==> config.mk <==
export PLATFORM = sky130hd
export DESIGN_NAME = obstacle_sequencer
export DESIGN_NICKNAME = d
export VERILOG_FILES = /design/src/rtl/obstacle_sequencer.sv
export SDC_FILE = /design/constraint.sdc
export NUM_CORES = 1
export LEC_CHECK = 0
export BUFFER_PORTS_ARGS = -buffer_cell sky130_fd_sc_hd__buf_4
export CORE_MARGIN = 2
export CORE_UTILIZATION = 59
export CTS_BUF_LIST = sky130_fd_sc_hd__clkbuf_16
export DETAILED_ROUTE_END_ITERATION = 7
export GPL_TIMING_DRIVEN = 0
export PLACE_DENSITY = 0.95
export SYNTH_ARGS = -nofsm -noshare
export SYNTH_HDL_FRONTEND = slang
export SYNTH_SLANG_ARGS = --single-unit
==> constraint.sdc <==
create_clock -name pclk -period 5.5 [get_ports pclk]
set_clock_uncertainty 0.15 [all_clocks]
set_input_delay 1.375 -clock pclk [delete_from_list [all_inputs] [get_ports pclk]]
set_output_delay 1.375 -clock pclk [all_outputs]
set_load 0.1 [all_outputs]
==> src/rtl/obstacle_sequencer.sv <==
// obstacle_sequencer: frame-driven scheduler for the shared obstacle mux.
// It alternates GAP periods (no obstacle) and RUN periods (one obstacle
// selected). Periods are counted in frames, using the rising edges of vsync.
// Optional feature macro: OBSTACLE_SEQ_LOOP_EN. When defined, the round loops
// endlessly and never declares victory.
module obstacle_sequencer #(
  parameter int NUM_OBSTACLES = 2,
  parameter int RUN_FRAMES    = 600,
  parameter int GAP_FRAMES    = 60
) (
  input  logic        pclk,
  input  logic        rst,
  input  logic        vsync_in,
  input  logic        play_selected,
  input  logic        game_over,
  output logic [3:0]  obstacle_select,
  output logic        obstacle_active,
  output logic [11:0] frames_left,
  output logic [3:0]  round_idx,
  output logic        victory
);

  localparam logic [11:0] GAP_LOAD = 12'(GAP_FRAMES - 1);
  localparam logic [11:0] RUN_LOAD = 12'(RUN_FRAMES - 1);
  localparam logic [3:0]  LAST_IDX = 4'(NUM_OBSTACLES - 1);

  typedef enum logic [1:0] {S_IDLE, S_GAP, S_RUN, S_DONE} state_t;

  state_t      state, state_nxt;
  logic        vs_d;
  logic        tick;
  logic        abort;
  logic [11:0] frames_nxt;
  logic [3:0]  idx_nxt;
  logic [3:0]  sel_nxt;
  logic        active_nxt;
  logic        victory_nxt;

  assign tick  = vsync_in & ~vs_d;
  // Leaving the game screen or dying ends the round.
  assign abort = game_over | ~play_selected;

  // State, counters, edge detector and registered outputs.
  always_ff @(posedge pclk or negedge rst) begin
    if (!rst) begin
      state           <= S_IDLE;
      vs_d            <= 1'b0;
      frames_left     <= '0;
      round_idx       <= '0;
      obstacle_select <= '0;
      obstacle_active <= 1'b0;
      victory         <= 1'b0;
    end else begin
      state           <= state_nxt;
      vs_d            <= vsync_in;
      frames_left     <= frames_nxt;
      round_idx       <= idx_nxt;
      obstacle_select <= sel_nxt;
      obstacle_active <= active_nxt;
      victory         <= victory_nxt;
    end
  end

  // Next state and counter values. An abort takes priority over a tick that arrives in the same cycle.
  always_comb begin
    state_nxt  = state;
    frames_nxt = frames_left;
    idx_nxt    = round_idx;
    unique case (state)
      S_IDLE: begin
        frames_nxt = '0;
        idx_nxt    = '0;
        if (play_selected && !game_over) begin
          state_nxt  = S_GAP;
          frames_nxt = GAP_LOAD;
        end
      end
      S_GAP: begin
        if (abort) begin
          state_nxt  = S_IDLE;
          frames_nxt = '0;
          idx_nxt    = '0;
        end else if (tick) begin
          if (frames_left != '0) begin
            frames_nxt = frames_left - 12'd1;
          end else begin
            state_nxt  = S_RUN;
            frames_nxt = RUN_LOAD;
          end
        end
      end
      S_RUN: begin
        if (abort) begin
          state_nxt  = S_IDLE;
          frames_nxt = '0;
          idx_nxt    = '0;
        end else if (tick) begin
          if (frames_left != '0) begin
            frames_nxt = frames_left - 12'd1;
          end else if (round_idx < LAST_IDX) begin
            state_nxt  = S_GAP;
            frames_nxt = GAP_LOAD;
            idx_nxt    = round_idx + 4'd1;
          end else begin
`ifdef OBSTACLE_SEQ_LOOP_EN
            state_nxt  = S_GAP;
            frames_nxt = GAP_LOAD;
            idx_nxt    = '0;
`else
            state_nxt  = S_DONE;
`endif
          end
        end
      end
      S_DONE: begin
        if (abort) begin
          state_nxt  = S_IDLE;
          frames_nxt = '0;
          idx_nxt    = '0;
        end
      end
      default: begin
        state_nxt  = S_IDLE;
        frames_nxt = '0;
        idx_nxt    = '0;
      end
    endcase
  end

  // Output values for the coming state, so that every output leaves a flop.
  always_comb begin
    sel_nxt     = '0;
    active_nxt  = 1'b0;
    victory_nxt = 1'b0;
    if (state_nxt == S_RUN) begin
      sel_nxt    = idx_nxt;
      active_nxt = 1'b1;
    end
    if (state_nxt == S_DONE) begin
      victory_nxt = 1'b1;
    end
  end

endmodule
Yosys cells after proc, flatten, opt, wreduce, memory -nomap -nowiden
Cells that the tools add are included.
{"block": "word_totals", "out_inout_bits": 22, "ramBits": 0, "latch_bits": 0, "rom_bits": 0, "n_memories": 0, "register_bits": 25}
{"block": "classes", "eq_ne": 9, "n_bitwise": 4, "mul": 0, "reduce_logical": 6, "div_mod_pow": 0, "order_cmp": 1, "n_addsub": 2, "muxes": 29, "shifts": 0}
{"operator": "12-bit two-way mux", "count": 8}
{"operator": "12-bit case mux with 4 select lines", "count": 1}
{"operator": "4-bit two-way mux", "count": 6}
{"operator": "2-bit two-way mux", "count": 9}
{"operator": "4-bit case mux with 3 select lines", "count": 1}
{"operator": "12-bit nonzero test", "count": 1}
{"operator": "12-bit by 1-bit subtractor with 12-bit output (second input constant)", "count": 1}
{"operator": "2-bit equality test (second input constant)", "count": 4}
{"operator": "2-bit case mux with 4 select lines", "count": 1}
{"operator": "6-bit two-way mux", "count": 1}
{"operator": "3-bit != test (second input constant)", "count": 2}
{"operator": "4-bit by 1-bit adder with 4-bit output (second input constant)", "count": 1}
{"operator": "4-bit by 1-bit less-than comparator with 1-bit output (second input constant)", "count": 1}
{"operator": "4-bit != test (second input constant)", "count": 1}
{"operator": "4-bit AND reduction", "count": 1}
{"operator": "2-bit by 1-bit equality test with 1-bit output (second input constant)", "count": 1}
{"operator": "2-bit logical NOT", "count": 1}
{"operator": "1-bit two-way mux", "count": 2}
{"operator": "2-bit != test (second input constant)", "count": 1}
{"operator": "1-bit NOT", "count": 2}
{"operator": "2-bit OR reduction", "count": 1}
{"operator": "1-bit bitwise AND", "count": 1}
{"operator": "1-bit logical AND", "count": 1}
{"operator": "1-bit logical NOT", "count": 1}
{"operator": "1-bit bitwise OR", "count": 1}

Longest topological paths before layout
Gate-level depths: netlist (run 1).
{"block": "logic_depth", "word_depth": 8, "ltp_mapped": 8, "mapped_depth_nobuf": 7}

Worst setup path before layout (run 1)
No wires, ideal clock.
{"block": "synth_timing", "kind": "in2reg", "from": "in vsync_in", "to": "reg round_idx[0]", "t_arrival_ns": 2.503, "setup_time_ns": 0.094, "path_buffers": 0, "path_slack_ns": 2.753, "cell_stages": 5, "cell_sequence": "nor3b_1 > nand4_2 > or2_1 > or3_1 > a211oi_1"}
{"block": "synth_between", "elab_chain_len": 4}
{"element": "from (decl)", "line_no": "13", "rtl": "input logic vsync_in,"}
{"element": "1-bit bitwise AND", "line_no": "39", "rtl": "assign tick = vsync_in & ~vs_d;"}
{"element": "4-bit two-way mux", "line_no": "97", "rtl": "end else if (tick) begin"}
{"element": "4-bit two-way mux", "line_no": "93", "rtl": "if (abort) begin"}
{"element": "4-bit case mux with 3 select lines", "line_no": "69", "rtl": "unique case (state)"}
{"element": "named net idx_nxt[0]", "line_no": "34", "rtl": "logic [3:0] idx_nxt;"}
{"element": "to (signal assigned)", "line_no": "57", "rtl": "round_idx <= idx_nxt;"}
{"element": "to (decl)", "line_no": "19", "rtl": "output logic [3:0] round_idx,"}
The timed path passes the listed nets, and every way through them passes these cells.
A chain may end at the register's enable or synchronous reset.

Worst setup path in the final report (run 1)
{"block": "layout_timing", "from": "in game_over", "to": "reg frames_left[9]"}
{"block": "layout_between", "elab_chain_len": 3, "word_cells_on_any_way": 9}
{"element": "from (decl)", "line_no": "15", "rtl": "input logic game_over,"}
{"element": "1-bit bitwise OR *", "line_no": "41", "rtl": "assign abort = game_over | ~play_selected;"}
{"element": "4-bit != test (no line), or another cell as far along"}
{"element": "4-bit AND reduction (no line) or 12-bit case mux with 4 select lines (tied branches)"}
{"element": "to (signal assigned)", "line_no": "56", "rtl": "frames_left <= frames_nxt;"}
{"element": "to (decl)", "line_no": "18", "rtl": "output logic [11:0] frames_left,"}
Mark *: on every way between the ends. The rest lies on a longest branch, timed or not.

==> impl_results.md, run 1 <==
- Status: complete, no violations
- CP max stage cell: a211oi_1
- Share of layout cells above drive strength 1: 0.223
- Final nets: 198
- Initial antenna violation count: 0
- R2R cell count: 7
- Synth Flop Type: dfrtp_1
- Fin. Hold Viols: 0
- Post-route ant nets: 0
- Starting Density: 0.612
- Metal3 WL: 261 um
- First-pass GRT wire length: 6.06 mm
- Synth Area per Inst: 9.42 um^2
- Crit-path max cell delay: 490 ps
- RR Startpoint: frames_left[0]$_DFFE_PN0P_
- CP cell instances: buf_4 > nor2b_1 > nand2b_1 > clkbuf_1 > a211oi_1 > o41ai_1 > a21oi_1
- Final Util: 0.740
- CTS root buffer: clkbuf_16
- Reg2reg end: frames_left[6]$_DFFE_PN0P_
- Final min period: 2910 ps
- Grt total ovfl: 0
- FP Rows: 18
- Hold Crit Start: round_idx[3]$_DFF_PN0_
- #FFs+latches synth: 25
- Worst slack at placement: 2370 ps
- Crit Path Max Fanout: 10
- Rel. slew slack: 0.495
- Maxcap violations: 0
- Reg power frac: 0.423
- Crit end category: flop
- Hold-fix buffers, CTS: 0
- Crit path required time: 5530 ps
- EDFF count, synth: 0
- Maximum vdd ir drop: 0.000169 V
- Sw frac: 0.311
- RSZ-0062 raised after global routing: false
- Commonest cells in the netlist: 25 x dfrtp_1, 14 x nor2_1, 13 x nand2_1
- CTS tree: done
- Leakage: 0.863 nW
- Post-synthesis instance area: 1490 um^2
- Vias in the first global route: 1242
- Worst Hold Path Cells: 1
- Pwr Total: 459 uW
- Post-CTS Resized: 0
- Setup Fix Bufs, Post-CTS: 0
- DIE AREA: 2940 um^2
- Met2 Wirelength: 1.86 mm
- Highest routed layer: met4
- CP Launch Type: input pin
- Vias: 1399
- Hold Slack: 421 ps
- Crit path buf inv count: 2
- Final wirelength: 3.68 mm
- CP arrival: 2950 ps
- # H-tree levels: 1
- Largest net degree at the start of global routing: 26
- Post-synth ARST share: 1.00
- Routed len/inst: 16.9 um
- Iter 0 DRT Violations: 78
- Worst-path clk slew: 60 ps
- Number of port buffers: 26
- CORE AREA: 2430 um^2
- Synth Instances: 158
- Combinational power share: 0.220
- Synth Warn #: 0
- Final Wtd Congestion: 0.854
- Via density per instance: 6.42
- Synth area leaders: dfrtp_1 42%, nor2_1 3.5%, ha_1 3.4%, nand2b_1 3.4%, nand2_1 3.3%
- Longest Clk Path Bufs: 2
- Setup Crit Path Kind: in2reg
- Die height: 54.2 um
- R2R Setup Slk: 2930 ps
- Period utilization: 0.530
- Fmax: 343 MHz
- Top-count cell post-synth: dfrtp_1
- CTS buffer count: 3
- Final Setup Violations: 0
- Slew Limit Fails: 0
- Yosys top cell by area: dfrtp_1
- Register area share after synthesis: 0.421
- Layout area overhead: 21.0%
- Die X: 54.2 um
- Clock share of power: 0.357
- Setup_tns: 0 ps
- Post-synth top area share: 0.421
- Int Pwr: 316 uW
- Sink count of the clock tree: 25
- DRT Pass-1 Iters: 4
- Ant diodes: 0
- Post-Syn Nets: 167
- Worst skew pair latency: 260 ps
- Family with the most delay on the worst path: compound AO/OA/AOI/OAI gates
- Residual DRC: 0
- Worst setup margin: 2590 ps
- Worst slew pin tran: 751 ps
- Hpwl dp: 2.55 mm
- Sw Pwr: 143 uW
- GRT Util Overall: 0.289
- Worst Hold End: round_idx[3]$_DFF_PN0_
- # IOs: 27
- Yosys cell types: 48
- Cell Pwr Density: 255 nW/um^2
- Met1 WL: 1.47 mm
- Worst hold-check path type: reg2reg
[logic make-up (layout without fill, tap and decap cells)]
kind of cell    Yosys count  in the layout  share of synthesized area
xor+xnor                  2              2                     0.0118
flops                    25             25                      0.421
buf+inv                  14             44                     0.0370
mux                       2              2                     0.0143
simple gates             69             69                      0.274
compound gates           41             41                      0.202
fa+ha+maj                 5              5                     0.0404
[layer usage]
metal / global-route usage / vias up
li1: - / 643
met1: 0.405 / 674
met2: 0.444 / 72
met3: 0.0383 / 10
met4: 0.129 / 0
met5: 0 / -
[worst reg2reg max path, stage by stage (launching register included)]
cell,delay (ps)
dfrtp_1,420
inv_1,130
ha_1,170
nor4b_4,320
nand4b_1,420
o2bb2ai_2,510
o21ai_0,180
o41ai_1,120
[registers in the layout (all words and copies together), names as in the netlist]
signal           flops
frames_left         12
obstacle_active      1
obstacle_select      4
round_idx            4
state                2
victory              1
vs_d                 1
[cell usage in the layout (no fill, tap or decap), types with 3 or more instances in the layout]
master / instances
nor2b_1: 3
buf_4: 26
a21oi_1: 7
dfrtp_1: 25
o21ai_0: 9
and3_1: 3
a211oi_1: 6
o41ai_1: 3
inv_1: 5
clkbuf_1: 7
nor2_1: 14
o211a_1: 3
nand2b_1: 8
ha_1: 4
nand2_1: 13
nand3_1: 3
nor3_1: 6
clkbuf_16: 3
[worst max-delay path by stage]
stage / startpoint / to / slack, ps / cells after the start
floorplan: vsync_in / round_idx[0]$_DFF_PN0_ / 2750 / 5
global placement: game_over / frames_left[9]$_DFFE_PN0P_ / 2460 / 7
detailed placement: game_over / frames_left[9]$_DFFE_PN0P_ / 2370 / 7
CTS: game_over / frames_left[9]$_DFFE_PN0P_ / 2630 / 7
global route: game_over / frames_left[9]$_DFFE_PN0P_ / 2440 / 7
finish: game_over / frames_left[9]$_DFFE_PN0P_ / 2590 / 7
[power by group through the flow]
stage | Clock [mW] | Combinational (mW) | Sequential, mW
final | 0.164 | 0.101 | 0.194
after global placement | 0 | 0.0949 | 0.197
after CTS | 0.163 | 0.100 | 0.194
after global routing | 0.172 | 0.109 | 0.195
after floorplan | 0 | 0.0505 | 0.220
after detailed placement | 0 | 0.0983 | 0.197
[area by class of cell]
| class | count | area, um^2 |
|---|---|---|
| multi-input cells | 119 | 807 |
| fillers | 163 | 632 |
| flip-flops and latches | 25 | 626 |
| repair buffers | 26 | 195 |
| clock buffers | 3 | 75.1 |
| well taps | 30 | 37.5 |
| plain buffers | 9 | 36.3 |
| inverters | 5 | 18.8 |
| clock inverters | 1 | 5.00 |
[through the flow]
step                      cell area (um^2)  cells
after floorplan                       1490    158
after global placement                1720    214
after detailed placement              1720    214
after CTS                             1800    218
after global routing                  1800    218
final                                 1800    218
(Power assumes the default switching activity.)
==> inputs of run 2 (changes only) <==
- ABC_AREA: default -> 1
- CORE_UTILIZATION: 59 -> 55
- PLACE_DENSITY: 0.95 -> 0.89
- clock period: 5.5 -> 2.7 ns (I/O delays scaled with it)
==> impl_results.md, run 2 <==
- Status: complete, no violations
- Area share of and/or/nand/nor cells after synthesis: 0.375 (+0.101)
- Via density per instance: 5.38 (-16%)
- Largest reg by FF count: frames_left
- Post-Syn Nets: 220 (+32%)
- Commonest non-fill, non-tap cell in the layout: nand2_1
- Crit end category: flop
- Yosys top cell by area: dfrtp_1
- First-pass GRT wire length: 6.05 mm (-0.12%)
- Inst Count DP: 268 (+25%)
- Compound-Gate Fraction of Synth Area: 0.0806 (-0.121)
- Largest register FFs: 12 (unchanged)
- Final Util: 0.694 (-0.0464)
- Share of layout cells above drive strength 1: 0.245 (+0.0214)
- Post-CTS Resized: 0 (unchanged)
- Layout filler cell count: 232 (+42%)
- Initial antenna violation count: 0 (unchanged)
- Highest-count cells in the layout ignoring fill and taps: 55 x nand2_1, 35 x inv_1, 26 x buf_4
- Final wirelength: 3.42 mm (-7.0%)
- Synth Area in Adders: 0.0316 (-0.00875)
- Number of port buffers: 26 (unchanged)
- Top-count cell post-synth: nand2_1
- Fmax: 510 MHz
- Synth Warn #: 0 (unchanged)
- CP Launch Type: flop
- CTS root buffer: clkbuf_16
- Worst setup margin: 739 ps (-1850 ps)
- Finished Layout Cells: 272 (+25%)
- Sink count of the clock tree: 25 (unchanged)
- Worst hold-check path type: in2async
- CP arrival: 1970 ps (-980 ps)
- Final Wtd Congestion: 0.887 (+3.9%)
- Synth Area per Inst: 7.50 um^2 (-20%)
- Synth Area in XOR/XNOR: 0.0221 (+0.0104)
- Biggest regs: frames_left x12, obstacle_select x4, round_idx x4
- Slew Limit Fails: 0 (unchanged)
- Mux cell area share after synthesis: 0 (-0.0143)
- Cell Pwr Density: 501 nW/um^2 (+97%)
- Final Setup Violations: 0 (unchanged)
- Commonest cells in the netlist: 55 x nand2_1, 35 x inv_1, 25 x dfrtp_1
- Post-synthesis instance area: 1580 um^2 (+6.4%)
- Worst slack at placement: 686 ps (-1690 ps)
- Post-route ant nets: 0 (unchanged)
- #FFs+latches synth: 25 (unchanged)
- # H-tree levels: 1 (unchanged)
- Ant diodes: 0 (unchanged)
- Final min period: 1960 ps
- Post-synth ARST share: 1.00 (unchanged)
- Residual DRC: 0 (unchanged)
- Largest net degree at the start of global routing: 26 (unchanged)
- Die height: 57.6 um (+6.3%)
- Worst skew pair latency: 260 ps (about the same)
- Synth Instances: 211 (+34%)
- Longest Clk Path Bufs: 2 (unchanged)
- Setup Crit Path Kind: reg2reg
- Starting Density: 0.579 (-0.0327)
- Post-synth top area share: 0.395 (-0.0253)
- Maximum vdd ir drop: 0.000378 V (+120%)
- CTS buffer count: 3 (unchanged)
- EDFF count, synth: 0 (unchanged)
- Routed len/inst: 12.6 um (-25%)
- Rel. slew slack: 0.728 (+0.232)
- DRT Pass-1 Iters: 4 (unchanged)
- Crit path required time: 2710 ps (-2820 ps)
- RSZ-0062 raised after global routing: false
- Worst slew pin tran: 405 ps (-346 ps)
- Yosys cell types: 28 (-42%)
- GRT Util Overall: 0.231 (-0.0572)
- Hpwl dp: 2.55 mm (about the same)
- Vias in the first global route: 1463 (+18%)
- # IOs: 27 (unchanged)
- Worst-path clk slew: 60 ps (about the same)
- Iter 0 DRT Violations: 70 (-10%)
- Period utilization: 0.726
- CORE AREA: 2730 um^2 (+12%)
- Final nets: 251 (+27%)
- CTS tree: done
- Grt total ovfl: 0 (unchanged)
- DIE AREA: 3320 um^2 (+13%)
- Leakage: 1.09 nW (+26%)
- Setup_tns: 0 ps (unchanged)
- Fin. Hold Viols: 0 (unchanged)
- Synth Flop Type: dfrtp_1
- FP Rows: 19 (+1)
- Maxcap violations: 0 (unchanged)
- Die X: 57.6 um (+6.3%)
- Hold-fix buffers, CTS: 0 (unchanged)
- Synth area leaders: dfrtp_1 40%, nand2_1 13%, inv_1 8.3%, nand3_1 5.4%, nor2_1 4.0%
- Crit Path Max Fanout: 4 (-6)
- Setup Fix Bufs, Post-CTS: 0 (unchanged)
- Register area share after synthesis: 0.395 (-0.0253)
- Layout area overhead: 19.8%
- Vias: 1464 (+4.6%)
- Largest family of logic cells by synthesized area: simple AND/OR/NAND/NOR gates
-- run 2: cell type report --
cell class / count / area, um^2 / share of cell area
multi-input cells: 148 / 807 / 0.425
inverters: 37 / 139 / 0.0732
well taps: 31 / 38.8 / 0.0204
plain buffers: 1 / 11.3 / 0.00594
clock inverters: 1 / 5.00 / 0.00264
repair buffers: 26 / 195 / 0.103
flip-flops and latches: 25 / 626 / 0.330
clock buffers: 3 / 75.1 / 0.0396
-- run 2: per-stage QoR --
stage	hold WS, ps	area [um^2]	total power, mW
2_1_floorplan	229	1580	0.577
3_3_place_gp	378	1820	0.623
4_1_cts	165	1900	0.957
3_5_place_dp	397	1820	0.627
6_report	154	1900	0.950
5_1_grt	183	1900	0.997
-- run 2: critical path, cell delays in order (launching register included) --
cell     delay, ps
dfrtp_1        400
inv_1          130
ha_1           180
inv_1           40
nor2_1         260
nand2_1        190
nand2_1        120
o21ai_1        120
nand3_1        100
nand2_1         40
o21ai_1         70
inv_1           50
-- run 2: path summary, 6_finish.rpt --
check	start	end	slack, ps	cells past startpoint
setup / recovery	frames_left[0]$_DFFE_PN0P_	frames_left[3]$_DFFE_PN0P_	740	11
hold / removal	rst	frames_left[5]$_DFFE_PN0P_	150	1
setup reg to reg	frames_left[0]$_DFFE_PN0P_	frames_left[3]$_DFFE_PN0P_	740	11
hold reg to reg	round_idx[3]$_DFF_PN0_	round_idx[3]$_DFF_PN0_	400	2
max in group asynchronous	rst	vs_d$_DFF_PN0_	2000	1
min in group pclk	vsync_in	vs_d$_DFF_PN0_	380	1
-- run 2: per-layer routing --
| layer | global-route usage | up-vias | wire length, um |
|---|---|---|---|
| met5 | 0 | - | 0 |
| met4 | 0.0631 | 0 | 36 |
| met3 | 0.0335 | 5 | 221 |
| met2 | 0.424 | 56 | 1790 |
| met1 | 0.283 | 681 | 1370 |
| li1 | - | 722 | - |
-- run 2: kinds of logic after synthesis --
kind of cell	after synthesis
compound gates	19
flops	25
buf+inv	38
simple gates	121
xor+xnor	4
fa+ha+maj	4
-- run 2: power by group --
part | internal (mW) | switching [mW] | total [mW]
registers | 0.384 | 0.0128 | 0.397
logic | 0.0630 | 0.162 | 0.225
clock network | 0.200 | 0.128 | 0.327
total | 0.647 | 0.303 | 0.950
